<file path="src/rtl/ota_jtag_pkg.sv">
// Shared types and constants for the JTAGG ER1 OTA responder.
// Optional unlock gate: OTA_JTAG_UNLOCK_EN.
package ota_jtag_pkg;

  localparam int FRAME_W = 40;
  localparam int CNT_W   = 6;

  localparam logic [7:0] OP_NOP        = 8'h00;
  localparam logic [7:0] OP_WRITE_ADDR = 8'h70;
  localparam logic [7:0] OP_REBOOT     = 8'h79;
  localparam logic [7:0] OP_UNLOCK     = 8'h5A;

  localparam logic [31:0] UNLOCK_KEY = 32'hB007_CAFE;

  typedef enum logic [1:0] {
    ST_IDLE,
    ST_SHIFT,
    ST_DECODE
  } state_t;

  typedef struct packed {
    logic [31:0] data;
    logic [7:0]  op;
  } frame_t;

endpackage

</file>
<file path="src/rtl/jtag_edge_sync.sv">
// Multi-bit synchronizer with rise/fall detect on the settled samples.
// One extra history flop feeds the edge detectors.
module jtag_edge_sync #(
  parameter int W      = 6,
  parameter int STAGES = 2
) (
  input  logic         clk,
  input  logic         rst_n,
  input  logic [W-1:0] d,
  output logic [W-1:0] q,
  output logic [W-1:0] rise,
  output logic [W-1:0] fall
);

  logic [STAGES-1:0][W-1:0] stg;
  logic [W-1:0]             prev;

  always_ff @(posedge clk or negedge rst_n) begin
    if (!rst_n) begin
      stg  <= '0;
      prev <= '0;
    end else begin
      stg  <= {stg[STAGES-2:0], d};
      prev <= stg[STAGES-1];
    end
  end

  assign q    = stg[STAGES-1];
  assign rise = q & ~prev;
  assign fall = ~q & prev;

endmodule

</file>
<file path="src/rtl/ota_jtag_responder.sv">
// Fabric-side ER1 responder: shifts 40-bit frames, decodes on Update-DR.
// Define OTA_JTAG_UNLOCK_EN to gate REBOOT behind an UNLOCK frame.
module ota_jtag_responder
  import ota_jtag_pkg::*;
#(
  parameter int          SYNC_STAGES  = 2,
  parameter logic [7:0]  CAPTURE_TAG  = 8'hA5,
  parameter logic [31:0] DEFAULT_ADDR = 32'h0010_0000
) (
  input  logic        clk,
  input  logic        rst_n,
  input  logic        jtck,
  input  logic        jtdi,
  input  logic        jshift,
  input  logic        jupdate,
  input  logic        jce1,
  input  logic        jrstn,
  output logic        jtdo1,
  input  logic [31:0] status_in,
  output logic        cmd_valid,
  output logic [7:0]  cmd_op,
  output logic [31:0] cmd_data,
  output logic        reboot_req,
  output logic [31:0] reboot_addr,
  output logic        frame_err
);

  logic [5:0] j_q, j_rise, j_fall;

  jtag_edge_sync #(.W(6), .STAGES(SYNC_STAGES)) u_sync (
    .clk  (clk),
    .rst_n(rst_n),
    .d    ({jtck, jtdi, jshift, jupdate, jce1, jrstn}),
    .q    (j_q),
    .rise (j_rise),
    .fall (j_fall)
  );

  logic tck_rise, tck_fall, upd_rise;
  logic tdi_s, shift_s, ce1_s, rstn_s;
  logic unused_edges;

  assign tck_rise = j_rise[5];
  assign tck_fall = j_fall[5];
  assign upd_rise = j_rise[2];
  assign tdi_s    = j_q[4];
  assign shift_s  = j_q[3];
  assign ce1_s    = j_q[1];
  assign rstn_s   = j_q[0];
  assign unused_edges = ^{j_q[5], j_q[2], j_rise[4:3],
                          j_rise[1:0], j_fall[4:0]};

  state_t             state;
  logic [FRAME_W-1:0] sr;
  logic [CNT_W-1:0]   cnt;
  frame_t             fr;
  logic               capture, shift_en;
  logic               is_wr, is_rb;

  assign fr       = frame_t'(sr);
  assign capture  = tck_rise & ce1_s & ~shift_s;
  assign shift_en = tck_rise & ce1_s & shift_s;
  assign is_wr    = (fr.op == OP_WRITE_ADDR);
  assign is_rb    = (fr.op == OP_REBOOT);

`ifdef OTA_JTAG_UNLOCK_EN
  logic armed;
  logic is_unlock;
  assign is_unlock = (fr.op == OP_UNLOCK) && (fr.data == UNLOCK_KEY);
`endif

  always_ff @(posedge clk or negedge rst_n) begin
    if (!rst_n) begin
      state       <= ST_IDLE;
      sr          <= '0;
      cnt         <= '0;
      jtdo1       <= 1'b0;
      cmd_valid   <= 1'b0;
      cmd_op      <= '0;
      cmd_data    <= '0;
      reboot_req  <= 1'b0;
      reboot_addr <= DEFAULT_ADDR;
      frame_err   <= 1'b0;
`ifdef OTA_JTAG_UNLOCK_EN
      armed       <= 1'b0;
`endif
    end else begin
      cmd_valid  <= 1'b0;
      reboot_req <= 1'b0;
      frame_err  <= 1'b0;
      // TDO moves on the falling edge so the host samples it stable
      if (tck_fall) jtdo1 <= sr[0];
      if (!rstn_s) begin
        state <= ST_IDLE;
        cnt   <= '0;
      end else begin
        unique case (state)
          ST_IDLE: begin
            if (capture) begin
              sr    <= {status_in, CAPTURE_TAG};
              cnt   <= '0;
              state <= ST_SHIFT;
            end
          end
          ST_SHIFT: begin
            if (capture) begin
              sr  <= {status_in, CAPTURE_TAG};
              cnt <= '0;
            end else if (shift_en) begin
              sr <= {tdi_s, sr[FRAME_W-1:1]};
              if (cnt != CNT_W'(FRAME_W + 1)) cnt <= cnt + 1'b1;
            end else if (upd_rise) begin
              state <= ST_DECODE;
            end
          end
          ST_DECODE: begin
            state <= ST_IDLE;
            if (cnt == CNT_W'(FRAME_W)) begin
              cmd_valid <= 1'b1;
              cmd_op    <= fr.op;
              cmd_data  <= fr.data;
`ifdef OTA_JTAG_UNLOCK_EN
              armed     <= is_unlock;
`endif
              unique case (1'b1)
                is_wr: reboot_addr <= fr.data;
                is_rb: begin
`ifdef OTA_JTAG_UNLOCK_EN
                  reboot_req <= armed;
                  frame_err  <= ~armed;
`else
                  reboot_req <= 1'b1;
`endif
                end
                default: ;
              endcase
            end else begin
              frame_err <= 1'b1;
            end
          end
          default: state <= ST_IDLE;
        endcase
      end
    end
  end

endmodule

</file>
<file path="config.mk">
export PLATFORM = sky130hd
export DESIGN_NAME = ota_jtag_responder
export DESIGN_NICKNAME = d
export VERILOG_FILES = /design/src/rtl/ota_jtag_pkg.sv /design/src/rtl/jtag_edge_sync.sv /design/src/rtl/ota_jtag_responder.sv
export SDC_FILE = /design/constraint.sdc
export NUM_CORES = 1
export LEC_CHECK = 0
export ABC_CLOCK_PERIOD_IN_PS = 3340
export BUFFER_PORTS_ARGS = -buffer_cell sky130_fd_sc_hd__buf_2
export CORE_MARGIN = 2
export CORE_UTILIZATION = 30
export DETAILED_ROUTE_END_ITERATION = 8
export PLACE_DENSITY_LB_ADDON = 0.12
export SYNTH_ARGS = -nofsm -noshare
export SYNTH_HDL_FRONTEND = slang
export SYNTH_HIERARCHICAL = 1
export SYNTH_SLANG_ARGS = --single-unit
</file>
<file path="constraint.sdc">
create_clock -name clk -period 3.34 [get_ports clk]
set_input_delay 0.167 -clock clk [delete_from_list [all_inputs] [get_ports clk]]
set_output_delay 0.167 -clock clk [all_outputs]
set_load 0.03 [all_outputs]
</file>
==> reports/metrics.yaml <==
synth:
  netlist_instances: 395
  synthesis.area_mm2: 0.00557
  avgSynthCellArea_um2: 14.1
  yosys_warnings: 6
  synth_fp_nets: 438
die:
  die_area_mm2: 0.0197
  die_h_um: 140
  rows: 49
  die_x_um: 140
  ioPinCount: 116
  initial_utilization: 0.308
  core_mm2: 0.0181
layout:
  stdcell_count: 760
  nFillCells: 1738
  multiInputGateArea_mm2: 0.00199
  area_growth_pct: 26.9
  finalNetCount: 562
  diodes: 0
  ff_latch_area_mm2: 0.00345
  drive_above_1_share: 0.439
global_route:
  grtUsageMet3: 0.0373
  antenna_found_initial: 0
  overflow: 0
  use_met1: 0.180
  grt_max_degree: 81
  track_usage: 0.133
  grt_pass1_vias: 3647
  grt_pass1_wl_um: 20300
  use_met2: 0.206
  grt-busiest-layer: "met2"
setup_path:
  crit_path_end_kind: "flop"
  start_kind: "flop"
  worstPathCellList: "and4bb_1 -> nand4_4 -> or4b_2 -> buf_12 -> mux2_4"
  criticalPathCategory: "reg2reg"
  cp_top_family: "simple AND/OR/NAND/NOR gates"
  cpPeakStageDelay_ns: 0.96
  crit_buf_inv: 1
  cp.arrival_ns: 2.88
  crit_slowest_cell: "or4b_2"
  required_ns: 3.63
  critPathMaxFanout: 18
power:
  seqPwrFrac: 0.469
  switching_share: 0.227
  irDropWorstVdd_mv: 0.375
  intPower_mw: 3.16
  clkPwrFrac: 0.478
  power_frac_comb: 0.053
  p_leak_nw: 3.95
  power.density_mw_per_mm2: 579
  switching_power_uw: 929
clocking:
  clk_latency_ns: 0.41
  cts_tree: "built"
  cts_root_buf: "clkbuf_16"
  post_cts_resized: 0
  cts_max_level: 4
  clk_path_buf_depth: 2
  hold_buffers: 7
  cts.sinks: 138
  cts-buffers-inserted: 17
  cts_setup_buffers: 0
  path_clk_slew_ns: 0.06
routing:
  via_per_inst: 4.53
  drc: 0
  routed_wl_um: 12300
  postRouteAntennaNets: 0
  first_iter_violations: 91
  drtPass1Iterations: 4
  avgRoutedWirePerCell_um: 16.2
  via_count: 3446
sta:
  fmax_mhz: 386
  rsz0062_at_grt: "no"
  hold_ws_ns: 0.0486
  setup-tns-final_ns: 0
  finalMaxSlewViolations: 0
  fin_crit_sh: 0.775
  min_period_ns: 2.59
  hold_viol: 0
  slew_headroom: 0.250
  clock-skew-final_ns: 0.00805
  worst_pin_slew_ns: 1.12
  setup_viol: 0
status:
  status: "complete, no violations"
placed_design:
  dpl.hpwl_um: 8080
  portBuffers: 115
  dp.cells: 722
  gp_congestion: 0.730
min_path:
  min_path_type: "in2reg"
flow_run:
  maxCapViolCount: 0
==> power groups by stage <==
stage / Sequential, mW / Combinational (mW) / Clock (mW)
CTS: 1.92 / 0.225 / 2.01
finish: 1.92 / 0.217 / 1.96
floorplan: 1.91 / 0.129 / 0
global placement: 1.95 / 0.213 / 0
global route: 1.94 / 0.256 / 2.08
detailed placement: 1.95 / 0.218 / 0
==> metrics by stage <==
| stage | total power, mW | cell area [um^2] | worst slack [ns] | util |
|---|---|---|---|---|
| floorplan | 2.04 | 5570 | 1.29 | - |
| global placement | 2.16 | 6380 | 0.773 | 0.353 |
| detailed placement | 2.17 | 6380 | 0.755 | 0.353 |
| CTS | 4.16 | 7070 | 0.732 | 0.391 |
| global route | 4.28 | 7070 | 0.663 | 0.391 |
| finish | 4.09 | 7070 | 0.751 | 0.391 |
==> tightest hold or removal path, stage by stage <==
cell and delay (ns):
buf_2 0.08, mux2i_1 0.05, o21ai_0 0.12
==> final cells by class <==
type | instances | area share
well taps | 229 | 0.0405
clock buffers | 24 | 0.0710
multi-input cells | 231 | 0.282
flip-flops and latches | 138 | 0.489
inverters | 3 | 0.00159
clock inverters | 7 | 0.0159
repair buffers | 128 | 0.100
==> flip-flops by register name, indices dropped and copies added (netlist names), 2 cells and up <==
signal / cells
fr: 40
cmd_data: 32
reboot_addr: 32
cmd_op: 8
cnt: 6
u_sync/q: 6
u_sync/stg: 6
state: 2
u_sync/prev: 2
==> layer usage <==
| metal | share of wire | vias up | routed length [um] |
|---|---|---|---|
| met5 | 0 | - | 0 |
| met4 | 0.014 | 0 | 174 |
| met2 | 0.47 | 75 | 5750 |
| met3 | 0.043 | 11 | 528 |
| met1 | 0.48 | 1709 | 5880 |
| li1 | - | 1651 | - |
==> path summary, 6_finish.rpt <==
kind	startpoint	to	slack (ns)	cells after the start
worst min register to register	u_sync/stg[5]	u_sync/q[5]	0.35	0
worst max register to register	cnt[4]	reboot_addr[16]	0.75	5
max in group asynchronous	rst_n	cmd_data[29]	2.01	3
worst max-delay path	cnt[4]	reboot_addr[16]	0.75	5
worst min-delay path	status_in[0]	fr[8]	0.05	3
min in group asynchronous	rst_n	cmd_data[11]	0.36	2
==> layout by cell type, fill, tap and decap left out, types with 2 or more instances in the layout <==
| cell | instances |
|---|---|
| dfrtp_1 | 137 |
| buf_2 | 114 |
| mux2_2 | 43 |
| nand2_1 | 36 |
| o21ai_0 | 36 |
| mux2i_1 | 32 |
| mux2_4 | 30 |
| clkbuf_16 | 17 |
| a22o_1 | 7 |
| dlygate4sd3_1 | 7 |
| nor2b_1 | 6 |
| nor2_1 | 5 |
| clkbuf_8 | 5 |
| buf_4 | 5 |
| and3_1 | 4 |
| o22a_1 | 4 |
| inv_1 | 3 |
| ha_1 | 3 |
| bufinv_16 | 3 |
| clkinv_2 | 3 |
| and2b_2 | 3 |
| nor3_1 | 2 |
| nand3_1 | 2 |
| a31oi_1 | 2 |
| a21oi_1 | 2 |
| clkbuf_1 | 2 |
No activity file was read; power rests on OpenSTA's default activity.
